$ cat config.mk
export PLATFORM = sky130hd
export DESIGN_NAME = core_lsu_outstanding
export DESIGN_NICKNAME = d
export VERILOG_FILES = /design/src/rtl/core_lsu_outstanding.sv
export SDC_FILE = /design/constraint.sdc
export NUM_CORES = 1
export LEC_CHECK = 0
export CORE_UTILIZATION = 42
export CTS_BUF_LIST = sky130_fd_sc_hd__clkbuf_8
export CTS_CLUSTER_SIZE = 20
export DETAILED_ROUTE_END_ITERATION = 10
export HOLD_SLACK_MARGIN = 0.1
export PLACE_DENSITY = 0.88
export SYNTH_ARGS = -nofsm -noshare
export SYNTH_HDL_FRONTEND = slang
export SYNTH_SLANG_ARGS = --single-unit
$ cat constraint.sdc
create_clock -name clk -period 4.05 [get_ports clk]
set_input_delay 0.405 -clock clk [delete_from_list [all_inputs] [get_ports clk]]
set_output_delay 0.405 -clock clk [all_outputs]
set_load 0.005 [all_outputs]
$ cat src/rtl/core_lsu_outstanding.sv
// MEM-stage load/store unit driving a req/gnt/rvalid data port.
// Loads in flight are tracked in a tag FIFO so that back-to-back loads do not wait for rvalid.
`timescale 1ns/1ps
module core_lsu_outstanding #(
    parameter int ADDR_WIDTH      = 16,
    parameter int MAX_OUTSTANDING = 2,
    parameter int REG_ADDR_WIDTH  = 5
) (
    input  logic                      clk,
    input  logic                      rst_n,
    input  logic                      m_valid_i,
    input  logic                      m_load_i,
    input  logic                      m_store_i,
    input  logic [1:0]                m_size_i,
    input  logic                      m_unsigned_i,
    input  logic [31:0]               m_addr_i,
    input  logic [31:0]               m_wdata_i,
    input  logic [REG_ADDR_WIDTH-1:0] m_rd_addr_i,
    output logic                      m_ready_o,
    output logic                      data_req_o,
    output logic                      data_wr_o,
    output logic [ADDR_WIDTH-1:0]     data_addr_o,
    output logic [3:0]                data_be_o,
    output logic [31:0]               data_wdata_o,
    input  logic                      data_gnt_i,
    input  logic                      data_rvalid_i,
    input  logic [31:0]               data_rdata_i,
    output logic                      w_wr_o,
    output logic [REG_ADDR_WIDTH-1:0] w_addr_o,
    output logic [31:0]               w_data_o,
    output logic                      misaligned_o,
    output logic                      resp_err_o,
    output logic                      pending_o
);

    localparam int PTR_W = (MAX_OUTSTANDING > 1) ? $clog2(MAX_OUTSTANDING) : 1;
    localparam int CNT_W = $clog2(MAX_OUTSTANDING + 1);

    typedef struct packed {
        logic [REG_ADDR_WIDTH-1:0] rd;
        logic [1:0]                size;
        logic                      uns;
        logic [1:0]                off;
    } tag_t;

    tag_t             fifo_q [MAX_OUTSTANDING];
    logic [PTR_W-1:0] wr_ptr_q;
    logic [PTR_W-1:0] rd_ptr_q;
    logic [CNT_W-1:0] count_q;

    logic        acc;
    logic        mis;
    logic        accept;
    logic        push;
    logic        pop;
    logic        fifo_full;
    logic        fifo_empty;
    logic [1:0]  off;
    tag_t        head;
    logic [31:0] shifted;
    logic [31:0] load_data;

    function automatic logic [PTR_W-1:0] ptr_inc(input logic [PTR_W-1:0] p);
        return (p == PTR_W'(MAX_OUTSTANDING - 1)) ? '0 : p + 1'b1;
    endfunction

    assign off        = m_addr_i[1:0];
    assign acc        = m_valid_i & (m_load_i | m_store_i);
    assign fifo_empty = (count_q == '0);
    assign fifo_full  = (count_q == CNT_W'(MAX_OUTSTANDING));

    // NOTE: every signal written in always_comb gets a default first so no latch is inferred.
    always_comb begin
        mis = 1'b0;
        unique case (m_size_i)
            2'd0:    mis = 1'b0;
            2'd1:    mis = off[0];
            default: mis = |off;
        endcase
    end

    // Loads stall while the tag FIFO is full; a same-cycle pop does not free a slot.
    assign data_req_o  = acc & ~mis & (m_store_i | ~fifo_full);
    assign accept      = data_req_o & data_gnt_i;
    assign push        = accept & m_load_i;
    assign pop         = data_rvalid_i & ~fifo_empty;
    assign m_ready_o   = ~acc | mis | accept;
    assign data_wr_o   = acc & m_store_i;
    assign data_addr_o = {m_addr_i[ADDR_WIDTH-1:2], 2'b00};
    assign pending_o   = ~fifo_empty;

    always_comb begin
        data_be_o    = 4'b1111;
        data_wdata_o = m_wdata_i;
        unique case (m_size_i)
            2'd0: begin
                data_be_o    = 4'b0001 << off;
                data_wdata_o = {4{m_wdata_i[7:0]}};
            end
            2'd1: begin
                data_be_o    = 4'b0011 << off;
                data_wdata_o = {2{m_wdata_i[15:0]}};
            end
            default: begin
                data_be_o    = 4'b1111;
                data_wdata_o = m_wdata_i;
            end
        endcase
    end

    // Response alignment uses the tag recorded when the load was accepted.
    assign head    = fifo_q[rd_ptr_q];
    assign shifted = data_rdata_i >> {head.off, 3'b000};

    always_comb begin
        load_data = shifted;
        unique case (head.size)
            2'd0:    load_data = {{24{~head.uns & shifted[7]}}, shifted[7:0]};
            2'd1:    load_data = {{16{~head.uns & shifted[15]}}, shifted[15:0]};
            default: load_data = shifted;
        endcase
    end

    // NOTE: the tag storage has no reset; entries are only read once count_q marks them valid.
    always_ff @(posedge clk) begin
        if (push) begin
            fifo_q[wr_ptr_q] <= '{rd: m_rd_addr_i, size: m_size_i, uns: m_unsigned_i, off: off};
        end
    end

    // NOTE: sequential state uses non-blocking assignments so all registers update together.
    always_ff @(posedge clk or negedge rst_n) begin
        if (!rst_n) begin
            wr_ptr_q <= '0;
            rd_ptr_q <= '0;
            count_q  <= '0;
        end else begin
            if (push) wr_ptr_q <= ptr_inc(wr_ptr_q);
            if (pop)  rd_ptr_q <= ptr_inc(rd_ptr_q);
            unique case ({push, pop})
                2'b10:   count_q <= count_q + CNT_W'(1);
                2'b01:   count_q <= count_q - CNT_W'(1);
                default: count_q <= count_q;
            endcase
        end
    end

    always_ff @(posedge clk or negedge rst_n) begin
        if (!rst_n) begin
            w_wr_o       <= 1'b0;
            w_addr_o     <= '0;
            w_data_o     <= '0;
            misaligned_o <= 1'b0;
            resp_err_o   <= 1'b0;
        end else begin
            w_wr_o       <= pop;
            misaligned_o <= acc & mis;
            resp_err_o   <= resp_err_o | (data_rvalid_i & fifo_empty);
            if (pop) begin
                w_addr_o <= head.rd;
                w_data_o <= load_data;
            end
        end
    end

endmodule

==> reports/metrics.yaml <==
clock_tree:
  cts.sinks: 64
  cts_buffers: 9
  cts_tree: "built"
  cts.reportedPaths.clkPinSlew_ns: 0.07
  cts_resized: 0
  holdBufCountCts: 0
  clk_latency_ns: 0.35
  cts.htree.levels: 3
  cts_root_buf: "clkbuf_8"
  cts_buffer_depth: 2
  post_cts_buffers: 0
worst_setup_path:
  path_class: "in -> out"
  cp_slowest_cell: "clkdlybuf4s50_1"
  worst_ep_required_time_ns: 3.64
  path_delay_family: "buffers and inverters"
  path_cells: "clkdlybuf4s50_1 > nor2_1 > mux2_2 > clkdlybuf4s50_1"
  cp-start-kind: "input pin"
  path_buf_inv: 2
  worstPathArrival_ns: 2.49
  crit_path_max_fanout: 14
  worst_path_most_repeated_cell: "clkdlybuf4s50_1"
  reg2reg_from: "rd_ptr_q"
  crit_start: "m_size_i[1]"
  critical_path.max_stage_delay_ns: 0.62
  end_kind: "primary output"
timing:
  setup_violations: 0
  tns_ns: 0
  whs_ns: 0.221
  relSlewSlack_pct: 33.2
  final_max_slew_viol_count: 0
  max_clock_freq_ghz: 0.346
  final.min_clock_period_ns: 2.89
  rsz0062_at_grt: "false"
  worst_slack_ns: 1.16
  period_share_pct: 71.4
  finalHoldViolations: 0
  final.setup_skew_ns: 0.00993
  tightest_slew_ns: 1.00
detailed_routing:
  drc: 0
  viasPerCell: 5.39
  vias: 3144
  firstDrtPassIters: 4
  drtAntennaViolNets: 0
  dr.first_iter.drc_count: 97
  routed_wirelength_um: 10000
  wl_per_cell_um: 17.2
floorplan:
  die_h_um: 94.3
  initial_core_util_pct: 43.5
  die_w_um: 94.3
  core-area_um2: 8220
  top_level_ports: 207
  rows: 33
  dieArea_um2: 8890
placement:
  dpl_cell_area_um2: 5060
  dp_slack_ns: 1.02
  io_buffers: 160
  gp_congestion: 0.832
  hpwl_um: 7600
finish:
  area_growth_pct: 46.9
  design_area_um2: 5250
  utilization_pct: 63.9
  nets: 585
  drive_above_1_share_pct: 9.21
  n_antenna_cell: 0
power:
  power.switching_uw: 913
  pwr-share-comb_pct: 43.6
  p_seq_share_pct: 37.0
  cellLeakagePower_uw: 0.00214
  powerDensity_nw_per_um2: 531
  cellInternalPower_uw: 1880
  swShare_pct: 32.7
  clockPowerShare_pct: 19.4
  ir_worst_vdd_mv: 0.172
yosys:
  syn_area_per_cell_um2: 10.5
  synth_area_leaders: "dfrtp_1 (31%), edfxtp_1 (17%), mux2i_1 (8.4%)"
  synth_warnings: 0
  synth_area_leader_cell: "dfrtp_1"
  syn_area_um2: 3580
  synth-edff-count: 20
  netlist.area_leader.share_pct: 30.8
  syn_inst: 342
  yosys_register_bits: 64
  synth_cell_type_count: 44
  ys_seq_area_share_pct: 47.6
  synth_top_flop_cell: "dfrtp_1"
  async_flop_share_pct: 68.8
global_route:
  antenna_found_initial: 0
  grt_pass1_vias: 3106
  grt_pass1_wl_um: 15400
  grt_start_max_net_pins: 45
  overflow: 0
  grt_use_total_pct: 23.2
job:
  max_cap_viol_count: 0
status:
  outcome: "finished, final reports clean"
hold_path:
  hold_path.class: "in -> async"
[flip-flops by register name, indices dropped and copies added, names as in the netlist]
| name | cells |
|---|---|
| w_data_o | 32 |
| fifo_q | 20 |
| w_wr_o | 1 |
| wr_ptr_q | 1 |
| resp_err_o | 1 |
| count_q | 2 |
| w_addr_o | 5 |
| rd_ptr_q | 1 |
| misaligned_o | 1 |
[stage by stage]
step / instances / power [µW]
after detailed placement: 567 / 2270
after global routing: 583 / 2970
after floorplan: 343 / 1630
final: 583 / 2790
after global placement: 567 / 2230
after CTS: 583 / 2810
[Yosys cell counts (10+ instances only)]
master and n:
a211oi_1 14, o21ai_0 15, buf_4 24, nand2_1 38, clkbuf_1 10, edfxtp_1 20, a21oi_1 11, dfrtp_1 44
nor2_1 22, mux2_2 16, mux2i_1 30
[layout make-up]
type	instances	area, µm²
fill	651	2960
timing repair buffer	164	1630
inverter	6	22.5
multi-input combinational	228	1570
clock buffer	10	138
clock inverter	6	60.1
sequential	64	1700
tap	105	131
[path summary, 6_finish.rpt]
check	slack (ns)	cells after the start	to
setup / recovery	1.16	4	data_wdata_o[13]
hold reg to reg	0.46	1	resp_err_o
setup reg to reg	1.34	5	w_data_o[16]
hold / removal	0.22	1	w_data_o[19]
max in group asynchronous	3.20	1	misaligned_o
min in group clk	0.46	1	resp_err_o
[power groups by stage]
stage               Sequential, µW  Clock [µW]  Combinational [µW]
floorplan                     1020           0                 616
global placement              1040           0                1200
detailed placement            1050           0                1220
CTS                           1030         554                1230
global route                  1060         583                1330
finish                        1030         542                1220
[cells by family after synthesis]
| group | synth area share [%] |
|---|---|
| AOI/OAI and AO/OA | 17.8 |
| other | 0.105 |
| DFF | 47.6 |
| adders and majority gates | 0.350 |
| buffers and inverters | 8.50 |
| xor gates and xnor gates | 1.22 |
| muxes | 14.2 |
| and+or+nand+nor | 10.2 |
[cells in the final DEF (no fill, tap or decap), types with 2 or more instances in the layout]
cell               n
clkdlybuf4s50_1  159
dfrtp_1           44
nand2_1           38
mux2i_1           30
nor2_1            22
edfxtp_1          20
mux2_2            16
o21ai_0           15
a211oi_1          14
a21oi_1           11
clkbuf_8          10
o2bb2ai_1          9
o21ai_1            9
a21o_1             8
nor2b_1            8
a22oi_1            8
inv_1              6
o221ai_1           6
xnor2_1            5
nor3_1             4
nand2b_1           4
buf_4              4
and2_1             2
conb_1             2
clkinv_2           2
[routing by layer]
metal	GRT usage [%]	share of wire [%]	vias up	wire, µm
met2	39.2	49	163	4910
met1	26.4	38	1477	3790
met4	10.8	2.5	0	252
met3	7.69	11	26	1080
li1	-	-	1478	-
met5	0	0	-	0
Power figures use the tool's default switching activity.
